[src/rtl/mmio_uart_tx.sv]
// Memory-mapped 8N1 UART transmitter: stores to the data address queue bytes
// in a small FIFO, and loads from the status address report FIFO/FSM state.
module mmio_uart_tx #(
    parameter int          CLKS_PER_BIT = 434,
    parameter int          FIFO_DEPTH   = 8,
    parameter logic [7:0]  TX_DATA_ADDR = 8'hF0,
    parameter logic [7:0]  STATUS_ADDR  = 8'hF4
) (
    input  logic        clk,
    input  logic        reset,
    input  logic [31:0] in_Address_dw,
    input  logic [31:0] in_WriteData_dw,
    input  logic        in_MemWrite,
    input  logic        in_MemRead,
    output logic [31:0] o_ReadData_dw,
    output logic        o_Tx,
    output logic        o_TxBusy
);

    localparam int          PW        = $clog2(FIFO_DEPTH);
    localparam logic [15:0] BAUD_LAST = 16'(CLKS_PER_BIT - 1);
    localparam logic [3:0]  CNT_FULL  = 4'(FIFO_DEPTH);

    typedef enum logic [1:0] {IDLE, START, DATA, STOP} state_t;

    logic [7:0]    mem [FIFO_DEPTH];
    logic [PW-1:0] head, tail;
    logic [3:0]    count;
    logic          overflow;

    state_t        state, state_nx;
    logic [15:0]   baud, baud_nx;
    logic [2:0]    bit_idx, bit_idx_nx;
    logic [7:0]    shift, shift_nx;
    logic          tx, tx_nx;
    logic          pop;

    logic hit_data, hit_stat, full, empty, push, drop, baud_end;
    logic [31:0] status;

    assign hit_data = in_Address_dw[7:0] == TX_DATA_ADDR;
    assign hit_stat = in_Address_dw[7:0] == STATUS_ADDR;
    assign full     = count == CNT_FULL;
    assign empty    = count == 4'd0;
    // full comes from the registered count, so a push into a full FIFO is
    // dropped even when a pop happens on the same edge
    assign push     = in_MemWrite & hit_data & ~full;
    assign drop     = in_MemWrite & hit_data & full;
    assign baud_end = baud == BAUD_LAST;

    always_comb begin
        state_nx   = state;
        baud_nx    = baud + 16'd1;
        bit_idx_nx = bit_idx;
        shift_nx   = shift;
        tx_nx      = tx;
        pop        = 1'b0;
        case (state)
            IDLE: begin
                baud_nx = 16'd0;
                if (!empty) begin
                    pop      = 1'b1;
                    shift_nx = mem[head];
                    tx_nx    = 1'b0;
                    state_nx = START;
                end
            end
            START: begin
                if (baud_end) begin
                    baud_nx    = 16'd0;
                    bit_idx_nx = 3'd0;
                    tx_nx      = shift[0];
                    state_nx   = DATA;
                end
            end
            DATA: begin
                if (baud_end) begin
                    baud_nx = 16'd0;
                    if (bit_idx == 3'd7) begin
                        tx_nx    = 1'b1;
                        state_nx = STOP;
                    end else begin
                        bit_idx_nx = bit_idx + 3'd1;
                        tx_nx      = shift[bit_idx + 3'd1];
                    end
                end
            end
            STOP: begin
                if (baud_end) begin
                    baud_nx = 16'd0;
                    // chain straight into the next start bit for zero-gap frames
                    if (!empty) begin
                        pop      = 1'b1;
                        shift_nx = mem[head];
                        tx_nx    = 1'b0;
                        state_nx = START;
                    end else begin
                        state_nx = IDLE;
                    end
                end
            end
            default: state_nx = IDLE;
        endcase
    end

    always_ff @(posedge clk) begin
        if (reset) begin
            state    <= IDLE;
            baud     <= 16'd0;
            bit_idx  <= 3'd0;
            shift    <= 8'd0;
            tx       <= 1'b1;
            head     <= '0;
            tail     <= '0;
            count    <= 4'd0;
            overflow <= 1'b0;
        end else begin
            state   <= state_nx;
            baud    <= baud_nx;
            bit_idx <= bit_idx_nx;
            shift   <= shift_nx;
            tx      <= tx_nx;
            if (push) tail <= tail + 1'b1;
            if (pop)  head <= head + 1'b1;
            case ({push, pop})
                2'b10:   count <= count + 4'd1;
                2'b01:   count <= count - 4'd1;
                default: count <= count;
            endcase
            if (drop)
                overflow <= 1'b1;
            else if (in_MemWrite && hit_stat)
                overflow <= 1'b0;
        end
    end

    always_ff @(posedge clk) begin
        if (push && !reset) mem[tail] <= in_WriteData_dw[7:0];
    end

    assign status        = {20'd0, count, 4'd0, overflow, state != IDLE, empty, full};
    assign o_ReadData_dw = (in_MemRead && hit_stat) ? status : 32'h0;
    assign o_Tx          = tx;
    assign o_TxBusy      = ~empty | (state != IDLE);

endmodule

[config.mk]
export PLATFORM = sky130hd
export DESIGN_NAME = mmio_uart_tx
export DESIGN_NICKNAME = d
export VERILOG_FILES = /design/src/rtl/mmio_uart_tx.sv
export SDC_FILE = /design/constraint.sdc
export NUM_CORES = 1
export LEC_CHECK = 0
export BUFFER_PORTS_ARGS = -buffer_cell sky130_fd_sc_hd__buf_2
export CELL_PAD_IN_SITES_DETAIL_PLACEMENT = 1
export CELL_PAD_IN_SITES_GLOBAL_PLACEMENT = 2
export CORE_MARGIN = 1.5
export CORE_UTILIZATION = 27
export CTS_CLUSTER_DIAMETER = 40
export DETAILED_ROUTE_END_ITERATION = 7
export GPL_TIMING_DRIVEN = 0
export PLACE_DENSITY_LB_ADDON = 0.1
export SYNTH_ARGS = -nofsm -noshare
export SYNTH_HDL_FRONTEND = slang
export SYNTH_SLANG_ARGS = --single-unit
export TNS_END_PERCENT = 100
[constraint.sdc]
create_clock -name clk -period 6.52 [get_ports clk]
set_clock_uncertainty 0.1 [all_clocks]
set_input_delay 0 -clock clk [delete_from_list [all_inputs] [get_ports clk]]
set_output_delay 0 -clock clk [all_outputs]
set_load 0.01 [all_outputs]
==> results of run 1 <==
==> final cells by class <==
type	instances	area (um^2)
multi-input cells	257	2070
clock inverters	7	81.3
inverters	9	33.8
plain buffers	41	265
well taps	229	287
fillers	1959	12100
clock buffers	9	225
flip-flops and latches	108	2800
repair buffers	42	270
==> power breakdown <==
group | switching, mW | internal, mW
registers | 0.00981 | 0.731
clock network | 0.293 | 0.279
logic | 0.0676 | 0.0604
==> cells in the final DEF (no fill, tap or decap), types with 6 or more instances in the layout <==
cell type      count
edfxtp_1          64
dfxtp_1           44
nor2_1            39
buf_2             33
buf_4             28
conb_1            24
mux4_2            17
ha_1              14
xnor2_1           13
mux2i_1           11
nor2b_1           11
nand3_1           11
a21oi_1           10
dlygate4sd3_1     10
inv_1              9
o21ai_0            9
clkbuf_16          9
and2_1             8
clkbuf_1           8
nand2_1            8
mux2_4             8
nor3_1             7
nand2b_1           7
mux2_2             7
nand4_1            6
==> per-stage QoR <==
step / power, mW / instance area [um^2] / cells / util
2_1_floorplan: 0.843 / 5140 / 415 / -
3_3_place_gp: 0.879 / 5570 / 672 / 0.307
3_5_place_dp: 0.881 / 5630 / 676 / 0.310
4_1_cts: 1.47 / 6040 / 702 / 0.333
5_1_grt: 1.51 / 6040 / 702 / 0.333
6_report: 1.44 / 6040 / 702 / 0.333
==> routing by layer <==
metal,vias to the layer above,GRT usage,share of wire
met5,-,0,0
met4,0,0.0432,0.015
met1,1568,0.162,0.47
met3,10,0.0320,0.034
met2,47,0.200,0.48
li1,1551,-,-
==> timing repair <==
action                                 4_1_cts  5_1_grt
endpoints found under the hold margin       68        0
setup buffers                                0        0
hold buffers                                10        0
==> registers in the layout, indices dropped and copies added (netlist names), named ones only <==
| register | flops |
|---|---|
| state | 2 |
| bit_idx | 3 |
| mem | 64 |
| shift | 8 |
| overflow | 1 |
| baud | 16 |
| count | 4 |
| o_Tx | 1 |
| head | 3 |
| tail | 3 |
==> worst max-delay path, cell delays in order, from the launching register on <==
cell and delay [ns]:
dfxtp_1 0.39, inv_1 0.11, ha_1 0.38, nor3_1 0.35, a21boi_1 0.51, ha_1 0.35, xor2_1 0.18, ha_1 0.16
a21oi_1 0.05, xor2_1 0.15, or3_1 0.31, a21oi_1 0.15
==> logic make-up after synthesis <==
group	synth area share
buffers and inverters	0.0591
AO/OA/AOI/OAI	0.0401
flip-flops	0.554
multiplexers	0.137
adder cells (fa/ha/maj)	0.0346
XOR/XNOR	0.0294
AND/OR/NAND/NOR	0.145
other	0.000741
==> path summary, 6_finish.rpt <==
| check | start | end | cells past startpoint |
|---|---|---|---|
| max | state[0] | count[2] | 11 |
| min | in_Address_dw[3] | tail[0] | 5 |
| max reg2reg | state[0] | count[2] | 11 |
| min reg2reg | bit_idx[2] | bit_idx[2] | 2 |
==> flow_summary.json, run 1 <==
{
  "power_density_nw_per_um2": 239,
  "yosysTopAreaCell": "edfxtp_1",
  "setup_ws_ns": 3.25,
  "worstMarginPinSlew_ns": 1.00,
  "arrival_ns": 3.46,
  "insertedDiodeCount": 0,
  "root_buffer": "clkbuf_16",
  "slew_headroom": 0.328,
  "die_area_um2": 19600,
  "synth-main-ff-cell": "edfxtp_1",
  "num_vias": 3176,
  "grt_max_degree": 23,
  "detailedRoute.firstPassIterationCount": 6,
  "rows": 49,
  "finalWeightedCongestion": 0.705,
  "post-synth-top-count-cell": "edfxtp_1",
  "dp_hpwl_um": 8040,
  "cts_resized": 0,
  "ant_nets": 0,
  "ys_seq_elements": 108,
  "final.setup.tns_ns": 0,
  "die_y_um": 140,
  "ys_warn_count": 0,
  "path_max_fanout": 5,
  "async_flop_share": 0,
  "initialDrtViolationCount": 138,
  "viasPerCell": 4.52,
  "areaGrowthSynthToFinish_pct": 19.4,
  "port_buffers": 28,
  "grt.overflow.total": 0,
  "drcViolationCount": 6,
  "syn_area_per_cell_um2": 12.9,
  "pre_cts_ws_ns": 3.25,
  "cts_buffers": 9,
  "vdd.ir_drop.worst_uv": 177,
  "outcome": "finished, violations left",
  "fin_crit_sh": 0.501,
  "io_pins": 102,
  "grt_pass1_vias": 3245,
  "leakagePower_nw": 2.15,
  "fin_crit_ns": 3.27,
  "drive_above_1_share": 0.262,
  "reg2reg_slack_ns": 3.25,
  "synth-edff-count": 64,
  "clkTransAtPathRegs_ns": 0.08,
  "finalHoldViolCount": 0,
  "die_w_um": 140,
  "routedWlPerCell_um": 16.1,
  "final-max-slew-violation-count": 0,
  "max_freq_ghz": 0.306,
  "clock_path_buffers": 2,
  "ys_seq_area_frac": 0.554,
  "clkLatencyLatePin_ns": 0.36,
  "grt_usage": 0.124,
  "wl_um": 11300,
  "htree_levels": 3,
  "synth_area_leaders": "edfxtp_1, dfxtp_1, mux4_2, buf_4, ha_1",
  "setup_violations": 0,
  "yosysTopAreaCellShare": 0.380,
  "synth_cell_types": 53,
  "grt_first_pass_wirelength_um": 18500,
  "start_kind": "flip-flop",
  "violations": "DRC",
  "synth_common_cells": "edfxtp_1, dfxtp_1, nor2_1, buf_4, mux4_2",
  "netlist_area_um2": 5060,
  "rsz0062_at_grt": "no",
  "path_class": "reg2reg",
  "worst_setup_path_end_kind": "flip-flop",
  "core-area_um2": 18100,
  "nets": 550,
  "hold_slack_ns": 0.0106,
  "worst_ep_required_time_ns": 6.71,
  "initial_core_util": 0.279,
  "cts_sinks": 108,
  "cts_tree": "yes",
  "cap_violations": 0,
  "antenna_found_initial": 0,
  "syn_inst": 392,
  "min-delay-path-class": "in2reg"
}
Note: power is estimated with default switching activity, not from simulation.
==> run 2: changes to the inputs <==
==> constraint.sdc (replaced) <==
create_clock -name clk -period 3.45 [get_ports clk]
set_clock_uncertainty 0.1 [all_clocks]
set_input_delay 0 -clock clk [delete_from_list [all_inputs] [get_ports clk]]
set_output_delay 0 -clock clk [all_outputs]
set_load 0.01 [all_outputs]
==> run 2 against run 1 <==
  * The flow still finishes with violations (DRC)
  * Worst hold slack better by 0.00057 ns
  * Register-to-register slack worse by 2.9 ns
  * Core utilization is 0.055 points higher
  * Non-clock buffer count stayed put
  * Setup slack worse by 2.9 ns
  * First-iteration DRC count is 11% lower
  * Cell area is 0.17% higher
  * Clock power is 89% higher
  * Total power is 89% higher
  * Die area stayed put
  * Sequential share of layout area is 0.077 points lower
  * Critical path type unchanged
  * Critical endpoint unchanged
  * Highest routed layer unchanged
==> flow_summary.json, run 2 (same netlist as run 1, synthesis figures left out) <==
{
  "outcome": "finished, violations left",
  "violations": "DRC",
  "finalWeightedCongestion": 0.705,
  "htree_levels": 3,
  "arrival_ns": 3.33,
  "layout_commonest_cell": "edfxtp_1",
  "pre_cts_ws_ns": 0.181,
  "drcViolationCount": 6,
  "grt_first_pass_wirelength_um": 18500,
  "path_max_fanout": 5,
  "die_y_um": 140,
  "reg_top3": "mem x64, baud x16, shift x8",
  "num_vias": 3179,
  "start_kind": "flip-flop",
  "insertedDiodeCount": 0,
  "finalHoldViolCount": 0,
  "rows": 49,
  "vdd.ir_drop.worst_uv": 334,
  "grt.overflow.total": 0,
  "routedWlPerCell_um": 16.1,
  "largest_register_ffs": 64,
  "dp_hpwl_um": 8040,
  "crit_slowest_cell": "dfxtp_1",
  "cts_buffers": 9,
  "cp.depth": 11,
  "rr_worst_depth": 11,
  "grtUsageMet1": 0.162,
  "root_buffer": "clkbuf_16",
  "ant_nets": 0,
  "cap_violations": 0,
  "final-max-slew-violation-count": 0,
  "final_cell_area_um2": 6050,
  "detailedRoute.firstPassIterationCount": 6,
  "regMostFlops": "mem",
  "core-area_um2": 18100,
  "slew_headroom": 0.329,
  "worst_ep_required_time_ns": 3.64,
  "clkLatencyLatePin_ns": 0.36,
  "leakagePower_nw": 2.15,
  "grt_max_degree": 23,
  "grt-busiest-layer": "met2",
  "clkTransAtPathRegs_ns": 0.08,
  "rr_startpoint": "state[1]",
  "grt_pass1_vias": 3245,
  "io_pins": 102,
  "die_area_um2": 19600,
  "cp-endpoint": "count[2]",
  "met2_usage": 0.200,
  "setup_ws_ns": 0.311,
  "fin_crit_sh": 0.910,
  "place_area_um2": 5630,
  "fin_crit_ns": 3.14,
  "initialDrtViolationCount": 123,
  "path_delay_family": "adder cells",
  "drive_above_1_share": 0.266,
  "cts_sinks": 108,
  "path_class": "reg2reg",
  "crit_path_frequent_cell": "ha_1",
  "worstMarginPinSlew_ns": 1.00,
  "worst_setup_path_end_kind": "flip-flop",
  "viasPerCell": 4.53,
  "path_cells": "inv_1, ha_1, nor3_1, a21boi_2, ha_1, xor2_1, ha_1, a21oi_1, xor2_1, or3_1, a21oi_1",
  "power_density_nw_per_um2": 450,
  "max_freq_ghz": 0.319,
  "reg2reg_slack_ns": 0.31,
  "port_buffers": 28,
  "die_w_um": 140,
  "layout_common_cells": "edfxtp_1, dfxtp_1, nor2_1",
  "clock_path_buffers": 2,
  "min-delay-path-class": "in2reg",
  "antenna_found_initial": 0,
  "startpoint": "state[1]",
  "areaGrowthSynthToFinish_pct": 19.6,
  "setup_violations": 0,
  "r2r_end": "count[2]",
  "grt_usage": 0.124,
  "initial_core_util": 0.279,
  "critPathBufInv": 1,
  "cts_tree": "yes",
  "wl_um": 11300,
  "slowest_delay_ns": 0.41,
  "nets": 550,
  "min-delay-start": "in_Address_dw[3]",
  "grtUsageMet3": 0.0320
}
==> run 2: repair_timing <==
action / 4_1_cts / 5_1_grt
hold buffers: 10 / 0
endpoints found under the hold margin: 68 / 0
buffers inserted: 0 / 0
setup endpoints to repair: 0 / 2
gates resized for setup: 0 / 2
==> run 2: worst min path at each step <==
stage,endpoint,depth (start not counted)
2_1_floorplan,overflow,1
3_3_place_gp,overflow,2
3_5_place_dp,overflow,2
4_1_cts,tail[0],5
5_1_grt,tail[0],5
6_report,tail[0],5
==> run 2: area by class of cell <==
| class | count | area [um^2] |
|---|---|---|
| buffer | 41 | 265 |
| timing repair buffer | 42 | 270 |
| sequential | 108 | 2800 |
| inverter | 9 | 33.8 |
| clock buffer | 9 | 225 |
| fill | 1958 | 12100 |
| multi-input combinational | 257 | 2080 |
| clock inverter | 7 | 81.3 |
| tap | 229 | 287 |
==> run 2: power by group <==
group	switching [mW]	leakage [nW]	total (mW)	internal, mW
Clock	0.553	0.153	1.08	0.528
Combinational	0.128	1.07	0.242	0.114
Sequential	0.0186	0.929	1.40	1.38
Total	0.699	2.15	2.72	2.02
==> run 2: worst min-delay path, stage by stage <==
cell and delay, ns:
buf_2 0.08, nor3_1 0.05, nand3_1 0.12, or3_1 0.12
a21oi_1 0.06
==> run 2: layer usage <==
metal	vias to the layer above	wire [um]
met5	-	0
met4	0	165
met3	10	381
met2	47	5490
met1	1571	5260
li1	1551	-
==> run 2: stage by stage <==
stage	setup TNS [ns]	instances	utilization	hold slack (ns)	power [mW]
finish	0	702	0.333	0.0112	2.72
global route	-0.0218	702	0.333	0.0528	2.85
detailed placement	0	676	0.310	0.140	1.67
CTS	0	702	0.333	0.000876	2.77
global placement	-2.02	672	0.307	0.135	1.66
floorplan	0	415	-	-0.00339	1.59
